**src/rtl/fetch_queue_pkg.sv**
```systemverilog
// Shared types and constants for the fetch queue that sits between the
// fetch stage and the decoder.
package fetch_queue_pkg;

  // Width of PCs and predicted next-PCs carried through the queue.
  localparam int ADDR_WIDTH = 32;

  // Default number of queue entries (power of two, at least 2).
  localparam int FQ_DEPTH = 8;

  // One buffered fetch packet, kept exactly as fetch produced it.
  typedef struct packed {
    logic [31:0]           instr;
    logic [ADDR_WIDTH-1:0] pc;
    logic                  guesses_branch;
    logic [ADDR_WIDTH-1:0] prediction;
  } fq_entry_t;

endpackage

```
**src/rtl/fetch_queue_if.sv**
```systemverilog
// Bundle of the enqueue, dequeue and redirect signals of the fetch queue.
// The slave modport is the queue itself; the master modport is the
// surrounding front end (fetch, decoder and backend flush logic).
interface fetch_queue_if #(
  parameter int DEPTH = fetch_queue_pkg::FQ_DEPTH
);

  localparam int AW = fetch_queue_pkg::ADDR_WIDTH;
  localparam int CW = $clog2(DEPTH) + 1;

  // Fetch side
  logic          i_enq_valid;
  logic [31:0]   i_enq_instr;
  logic [AW-1:0] i_enq_pc;
  logic          i_enq_guesses_branch;
  logic [AW-1:0] i_enq_prediction;
  logic          o_enq_ready;

  // Decoder side
  logic          o_deq_valid;
  logic [31:0]   o_deq_instr;
  logic [AW-1:0] o_deq_pc;
  logic          o_deq_guesses_branch;
  logic [AW-1:0] o_deq_prediction;
  logic          i_deq_ready;

  // Redirect sources and the resulting fetch restart
  logic          i_dec_redirect;
  logic [AW-1:0] i_dec_new_pc;
  logic          i_flush;
  logic [AW-1:0] i_flush_pc;
  logic          o_redirect;
  logic [AW-1:0] o_redirect_pc;

  // Occupancy
  logic [CW-1:0] o_count;

  modport slave (
    input  i_enq_valid, i_enq_instr, i_enq_pc, i_enq_guesses_branch, i_enq_prediction,
    output o_enq_ready,
    output o_deq_valid, o_deq_instr, o_deq_pc, o_deq_guesses_branch, o_deq_prediction,
    input  i_deq_ready,
    input  i_dec_redirect, i_dec_new_pc, i_flush, i_flush_pc,
    output o_redirect, o_redirect_pc,
    output o_count
  );

  modport master (
    output i_enq_valid, i_enq_instr, i_enq_pc, i_enq_guesses_branch, i_enq_prediction,
    input  o_enq_ready,
    input  o_deq_valid, o_deq_instr, o_deq_pc, o_deq_guesses_branch, o_deq_prediction,
    output i_deq_ready,
    output i_dec_redirect, i_dec_new_pc, i_flush, i_flush_pc,
    input  o_redirect, o_redirect_pc,
    input  o_count
  );

endinterface

```
**src/rtl/fetch_queue.sv**
```systemverilog
// Circular instruction buffer between fetch and decode. Entries leave in
// order from the head; a decoder redirect consumes the head and discards
// the rest, and a backend flush discards everything. Either event steers
// fetch to a new PC in the same cycle.
module fetch_queue
  import fetch_queue_pkg::*;
#(
  parameter int DEPTH = FQ_DEPTH
) (
  input logic            clk,
  input logic            n_rst,
  fetch_queue_if.slave   bus
);

  localparam int AW = ADDR_WIDTH;
  localparam int PW = $clog2(DEPTH);
  localparam int CW = PW + 1;

  // Storage is not reset; the outputs are masked by the occupancy count.
  fq_entry_t mem_q [DEPTH];

  logic [PW-1:0] head_q, head_d;
  logic [PW-1:0] tail_q, tail_d;
  logic [CW-1:0] count_q, count_d;

  logic      notEmpty;
  logic      notFull;
  logic      enqFire;
  logic      deqFire;
  logic      decRedir;
  logic      writeEn;
  fq_entry_t enqEntry;
  fq_entry_t headEntry;

  // Handshake qualification; a flush outranks a decoder redirect.
  always_comb begin
    notEmpty = (count_q != '0);
    notFull  = (count_q != CW'(DEPTH));
    enqFire  = bus.i_enq_valid && notFull;
    deqFire  = notEmpty && bus.i_deq_ready;
    decRedir = bus.i_dec_redirect && deqFire && !bus.i_flush;
    writeEn  = enqFire && !bus.i_flush && !decRedir;
  end

  // Pack the incoming fetch packet into a storage entry.
  always_comb begin
    enqEntry.instr          = bus.i_enq_instr;
    enqEntry.pc             = bus.i_enq_pc;
    enqEntry.guesses_branch = bus.i_enq_guesses_branch;
    enqEntry.prediction     = bus.i_enq_prediction;
  end

  // Next pointer/count: any redirect empties the queue, otherwise advance
  // each pointer on its own handshake and adjust the count by the net change.
  always_comb begin
    head_d  = head_q;
    tail_d  = tail_q;
    count_d = count_q;
    if (bus.i_flush || decRedir) begin
      head_d  = '0;
      tail_d  = '0;
      count_d = '0;
    end else begin
      if (enqFire) begin
        tail_d = tail_q + PW'(1);
      end
      if (deqFire) begin
        head_d = head_q + PW'(1);
      end
      if (enqFire && !deqFire) begin
        count_d = count_q + CW'(1);
      end else if (!enqFire && deqFire) begin
        count_d = count_q - CW'(1);
      end
    end
  end

  // Pointer and count registers, cleared immediately by reset.
  always_ff @(posedge clk or negedge n_rst) begin
    if (!n_rst) begin
      head_q  <= '0;
      tail_q  <= '0;
      count_q <= '0;
    end else begin
      head_q  <= head_d;
      tail_q  <= tail_d;
      count_q <= count_d;
    end
  end

  // Entry storage: write the accepted packet at the tail.
  always_ff @(posedge clk) begin
    if (writeEn) begin
      mem_q[tail_q] <= enqEntry;
    end
  end

  // Present the head entry to the decoder, forced to zero while empty.
  always_comb begin
    headEntry = mem_q[head_q];
    bus.o_enq_ready = notFull;
    bus.o_deq_valid = notEmpty;
    bus.o_count     = count_q;
    if (notEmpty) begin
      bus.o_deq_instr          = headEntry.instr;
      bus.o_deq_pc             = headEntry.pc;
      bus.o_deq_guesses_branch = headEntry.guesses_branch;
      bus.o_deq_prediction     = headEntry.prediction;
    end else begin
      bus.o_deq_instr          = '0;
      bus.o_deq_pc             = '0;
      bus.o_deq_guesses_branch = 1'b0;
      bus.o_deq_prediction     = '0;
    end
  end

  // Fetch restart: the backend PC wins over the decoder PC.
  always_comb begin
    bus.o_redirect    = bus.i_flush || decRedir;
    bus.o_redirect_pc = '0;
    if (bus.i_flush) begin
      bus.o_redirect_pc = bus.i_flush_pc;
    end else if (decRedir) begin
      bus.o_redirect_pc = bus.i_dec_new_pc;
    end
  end

endmodule

```
**src/flat_wrapper.sv**
```systemverilog
// flat-port wrapper written by rule: the top's interface ports become plain ports
module fetch_queue_flat import fetch_queue_pkg::*;
#(
  parameter int DEPTH = FQ_DEPTH
)
  (clk, n_rst, bus_i_enq_valid, bus_i_enq_instr, bus_i_enq_pc, bus_i_enq_guesses_branch, bus_i_enq_prediction, bus_o_enq_ready, bus_o_deq_valid, bus_o_deq_instr, bus_o_deq_pc, bus_o_deq_guesses_branch, bus_o_deq_prediction, bus_i_deq_ready, bus_i_dec_redirect, bus_i_dec_new_pc, bus_i_flush, bus_i_flush_pc, bus_o_redirect, bus_o_redirect_pc, bus_o_count);
  fetch_queue_if #(.DEPTH(DEPTH)) bus_i ();
  input logic clk;
  input logic n_rst;
  input wire logic [$bits(bus_i.i_enq_valid)-1:0] bus_i_enq_valid;
  input wire logic [$bits(bus_i.i_enq_instr)-1:0] bus_i_enq_instr;
  input wire logic [$bits(bus_i.i_enq_pc)-1:0] bus_i_enq_pc;
  input wire logic [$bits(bus_i.i_enq_guesses_branch)-1:0] bus_i_enq_guesses_branch;
  input wire logic [$bits(bus_i.i_enq_prediction)-1:0] bus_i_enq_prediction;
  output wire logic [$bits(bus_i.o_enq_ready)-1:0] bus_o_enq_ready;
  output wire logic [$bits(bus_i.o_deq_valid)-1:0] bus_o_deq_valid;
  output wire logic [$bits(bus_i.o_deq_instr)-1:0] bus_o_deq_instr;
  output wire logic [$bits(bus_i.o_deq_pc)-1:0] bus_o_deq_pc;
  output wire logic [$bits(bus_i.o_deq_guesses_branch)-1:0] bus_o_deq_guesses_branch;
  output wire logic [$bits(bus_i.o_deq_prediction)-1:0] bus_o_deq_prediction;
  input wire logic [$bits(bus_i.i_deq_ready)-1:0] bus_i_deq_ready;
  input wire logic [$bits(bus_i.i_dec_redirect)-1:0] bus_i_dec_redirect;
  input wire logic [$bits(bus_i.i_dec_new_pc)-1:0] bus_i_dec_new_pc;
  input wire logic [$bits(bus_i.i_flush)-1:0] bus_i_flush;
  input wire logic [$bits(bus_i.i_flush_pc)-1:0] bus_i_flush_pc;
  output wire logic [$bits(bus_i.o_redirect)-1:0] bus_o_redirect;
  output wire logic [$bits(bus_i.o_redirect_pc)-1:0] bus_o_redirect_pc;
  output wire logic [$bits(bus_i.o_count)-1:0] bus_o_count;
  assign bus_i.i_enq_valid = bus_i_enq_valid;
  assign bus_i.i_enq_instr = bus_i_enq_instr;
  assign bus_i.i_enq_pc = bus_i_enq_pc;
  assign bus_i.i_enq_guesses_branch = bus_i_enq_guesses_branch;
  assign bus_i.i_enq_prediction = bus_i_enq_prediction;
  assign bus_o_enq_ready = bus_i.o_enq_ready;
  assign bus_o_deq_valid = bus_i.o_deq_valid;
  assign bus_o_deq_instr = bus_i.o_deq_instr;
  assign bus_o_deq_pc = bus_i.o_deq_pc;
  assign bus_o_deq_guesses_branch = bus_i.o_deq_guesses_branch;
  assign bus_o_deq_prediction = bus_i.o_deq_prediction;
  assign bus_i.i_deq_ready = bus_i_deq_ready;
  assign bus_i.i_dec_redirect = bus_i_dec_redirect;
  assign bus_i.i_dec_new_pc = bus_i_dec_new_pc;
  assign bus_i.i_flush = bus_i_flush;
  assign bus_i.i_flush_pc = bus_i_flush_pc;
  assign bus_o_redirect = bus_i.o_redirect;
  assign bus_o_redirect_pc = bus_i.o_redirect_pc;
  assign bus_o_count = bus_i.o_count;
  fetch_queue #(.DEPTH(DEPTH)) u_core (.clk(clk), .n_rst(n_rst), .bus(bus_i));
endmodule
```
**config.mk**
```make
export PLATFORM = sky130hd
export DESIGN_NAME = fetch_queue_flat
export DESIGN_NICKNAME = d
export VERILOG_FILES = /design/src/rtl/fetch_queue_pkg.sv /design/src/rtl/fetch_queue_if.sv /design/src/rtl/fetch_queue.sv /design/src/flat_wrapper.sv
export SDC_FILE = /design/constraint.sdc
export NUM_CORES = 1
export LEC_CHECK = 0
export ABC_AREA = 1
export ABC_CLOCK_PERIOD_IN_PS = 10200
export BUFFER_PORTS_ARGS = -buffer_cell sky130_fd_sc_hd__buf_2
export CORE_MARGIN = 3
export CORE_UTILIZATION = 51
export DETAILED_ROUTE_END_ITERATION = 10
export PLACE_DENSITY = 0.73
export RECOVER_POWER = 100
export SLEW_MARGIN = 20
export SYNTH_ARGS = -nofsm -noshare
export SYNTH_HDL_FRONTEND = slang
export SYNTH_SLANG_ARGS = --single-unit
export TNS_END_PERCENT = 10
```
**constraint.sdc**
```tcl
create_clock -name clk -period 10.2 [get_ports clk]
set_input_delay 1.53 -clock clk [delete_from_list [all_inputs] [get_ports clk]]
set_output_delay 1.53 -clock clk [all_outputs]
set_load 0.01 [all_outputs]
```
==> impl_metrics.json <==
{
  "p_seq_frac": 0.429,
  "place_area_sq_um": 33410,
  "reg2reg_to": "u_core.mem_q[0][30]",
  "p_sw_frac": 0.3166,
  "yosys_warnings": 0,
  "postSynthCellCount": 2388,
  "avgSynthCellArea_sq_um": 13.16,
  "yosysTopAreaCell": "edfxtp_1",
  "cp_top_family": "buffers and inverters",
  "synthTopCellsByArea": "edfxtp_1, o21ai_0, nor2_1, mux2i_1, o22ai_1",
  "core-area_sq_um": 60700,
  "tightest_slew_ps": 4268,
  "path_class": "flop to flop",
  "cts_setup_buffers": 0,
  "viasPerCell": 5.696,
  "drc_errors": 0,
  "synth_cell_types": 31,
  "worstPathCellList": "nor2_1 > nand2_1 > nand3_1 > nand2_1 > inv_1 > nand2_1 > inv_1 > nand2_1 > nor2_1 > buf_4 > clkbuf_1",
  "pin_count": 303,
  "setup_slack_ps": 2308,
  "violations": "max-capacitance violations, max-slew violations",
  "nets": 2813,
  "postRouteAntennaNets": 0,
  "dp_hpwl_mm": 38.08,
  "p_leak_uw": 0.01167,
  "area.growth.synth_to_final_pct": 12.79,
  "htree_levels": 3,
  "grt_pass1_vias": 19351,
  "synth.top_cell.area_share": 0.7416,
  "r2r_cells": 11,
  "whs_endpoint": "u_core.bus.o_count[1]",
  "seq_area_frac_synth": 0.7496,
  "clockPowerShare": 0.311,
  "clock_latency_ps": 600,
  "power.internal_uw": 5954,
  "ir_drop_mv": 0.1906,
  "clock-sinks": 786,
  "clk_pin_slew_ps": 60,
  "cts_inserted_buffers": 77,
  "cts_hold_buf": 0,
  "die-area_sq_um": 64630,
  "r2r-start": "u_core.bus.o_count[0]",
  "relSlewSlack": -1.845,
  "synth_area_sq_um": 31420,
  "crit_path_end_kind": "flop",
  "post_drt_wl_per_cell_um": 21.19,
  "cts_resized": 0,
  "syn_nets": 2560,
  "p_per_area_nw_per_um2": 245.8,
  "grtUsageTotal": 0.2259,
  "cts_tree": "yes",
  "slowest_stage": "clkbuf_1",
  "cap_viol_max_count": 12,
  "port_buffers": 302,
  "antenna_found_initial": 10,
  "critPathArrivalTime_ps": 8030,
  "grt_max_degree": 220,
  "setup_tns_ps": 0,
  "outcome": "finished with violations",
  "ys_ff_latch": 786,
  "drt_iter0_markers": 1765,
  "slowest_delay_ps": 2360,
  "clock_skew_ps": 12.09,
  "required_ps": 10340,
  "critPathMaxFanout": 46,
  "routed_wl_mm": 73.81,
  "holdPathStages": 2,
  "grt_first_pass_wirelength_mm": 111.7,
  "regArea_sq_um": 23560,
  "r2r_setup_slack_ps": 2310,
  "fillerInstances": 4784,
  "design_area_sq_um": 35440,
  "rsz0062_at_grt": "false",
  "path_depth": 11,
  "place_congestion": 0.8137,
  "drive_gt1_frac": 0.07644,
  "overflow": 0,
  "first_pass_iters": 5,
  "timing.fmax_ghz": 0.1267,
  "worstHoldStart": "u_core.bus.o_count[1]",
  "die_w_um": 254.2,
  "crit_top_cell": "nand2_1",
  "cts.path.max_buffers": 3,
  "fp.dieH_um": 254.2,
  "dp_slack_ps": 4431,
  "power_frac_comb": 0.261,
  "setup_viol": 0,
  "start_util": 0.5177,
  "switchingPower_uw": 2758,
  "hold_viol_final": 0,
  "vias": 19839,
  "root_buffer": "clkbuf_16",
  "std_cell_rows": 90,
  "drv_slew": 566,
  "min_period_ps": 7892,
  "multiInputGateArea_sq_um": 6860,
  "crit_buf_inv": 4,
  "start_kind": "flop",
  "hp-class": "flop to flop",
  "finalCritPeriodShare": 0.7737
}
[worst register-to-register path, delay by kind of cell, from the launching register on]
family	cells	cell delay, ps
buffers and inverters	4	3530
and+or+nand+nor	7	3440
DFF	1	440
[kinds of logic (layout without fill, tap and decap cells)]
family	count (synthesis)	count (layout)	synth area share
xor gates and xnor gates	2	2	0.0005576
other	0	6	0
buffers and inverters	205	512	0.03198
and+or+nand+nor	668	668	0.08119
DFF	786	786	0.7496
AOI/OAI and AO/OA	625	625	0.1036
muxes	97	97	0.03090
adders and majority gates	5	5	0.002230
[cells in the final DEF, fill, tap and decap left out, types with 2 or more instances in the layout]
cell        count
nor4_1          3
nor3_1          2
buf_2          86
edfxtp_1      776
a21oi_1         5
dfrtp_4         3
o21ai_0       474
inv_1          47
buf_4          14
buf_12          2
clkinvlp_4      2
ha_1            4
clkbuf_1      242
o21ai_1        47
bufinv_16       6
o22ai_1        97
clkinv_1       22
diode_2         6
nor2_1        590
clkinv_2        8
nand3_1        12
mux2i_1        97
nand2_1        59
dfrtp_1         7
clkbuf_16      81
[power by group through the flow]
stage | clock network, uW | logic (uW) | registers (uW)
after floorplan | 0 | 1550 | 3770
after global placement | 0 | 2270 | 3790
after detailed placement | 0 | 2330 | 3800
after CTS | 2760 | 2340 | 3730
after global routing | 2890 | 2530 | 3740
final | 2710 | 2270 | 3730
[through the flow]
stage                     cells  power (uW)  hold WS (ps)  utilization
after floorplan            2388        5320         595.4            -
after global placement     3344        6065         574.6       0.5505
after detailed placement   3344        6123         618.1       0.5505
after CTS                  3477        8830         632.2       0.5900
after global routing       3480        9161         665.9       0.5838
final                      3483        8712         618.0       0.5839
[cell usage after synthesis]
library cell	instances
mux2i_1	97
nor3_1	2
a21oi_1	5
buf_12	3
ha_1	4
nand2_1	56
clkbuf_1	95
o21ai_1	59
clkbuf_2	1
nor2_2	1
dfrtp_1	10
buf_4	8
nand3_1	12
nand3_2	1
nor4_1	4
xor2_1	1
nand2_2	3
buf_6	6
fa_1	1
buf_1	19
edfxtp_1	776
o21ai_0	462
o22ai_1	97
buf_8	8
a21o_1	1
inv_1	47
o21a_1	1
nor2_1	589
buf_2	16
inv_2	2
xnor2_1	1
[cell type report]
| type | count | area share |
|---|---|---|
| timing repair buffer | 330 | 0.04042 |
| antenna | 6 | 0.0004237 |
| multi-input combinational | 1397 | 0.1936 |
| tap | 782 | 0.02761 |
| sequential | 786 | 0.6649 |
| inverter | 49 | 0.005437 |
| clock inverter | 37 | 0.008826 |
| clock buffer | 96 | 0.05878 |
[how the worst max path moves through the flow]
stage | slack [ps] | end | startpoint
2_1_floorplan | -1830 | u_core.mem_q[4][0] | bus_i_flush
3_3_place_gp | 4480 | bus_o_deq_prediction[18] | u_core.head_q[0]
3_5_place_dp | 4430 | bus_o_deq_prediction[18] | u_core.head_q[0]
4_1_cts | 3750 | bus_o_deq_prediction[18] | u_core.head_q[0]
5_1_grt | 1780 | u_core.mem_q[0][30] | u_core.bus.o_count[0]
6_report | 2310 | u_core.mem_q[0][30] | u_core.bus.o_count[0]
[routing by layer]
| layer | vias to the layer above | global-route usage | routed length (um) |
|---|---|---|---|
| met5 | - | 0 | 51 |
| met4 | 8 | 0.06389 | 1622 |
| met3 | 122 | 0.04640 | 4941 |
| met2 | 654 | 0.3818 | 36620 |
| met1 | 9822 | 0.3005 | 30580 |
| li1 | 9233 | - | - |
[flip-flops by register name, summed over array words and instances, names as in the netlist]
register and flops:
u_core.mem_q 776, u_core.bus.o_count 4, u_core.head_q 3, u_core.tail_q 3
Note: power is estimated with default switching activity, not from simulation.
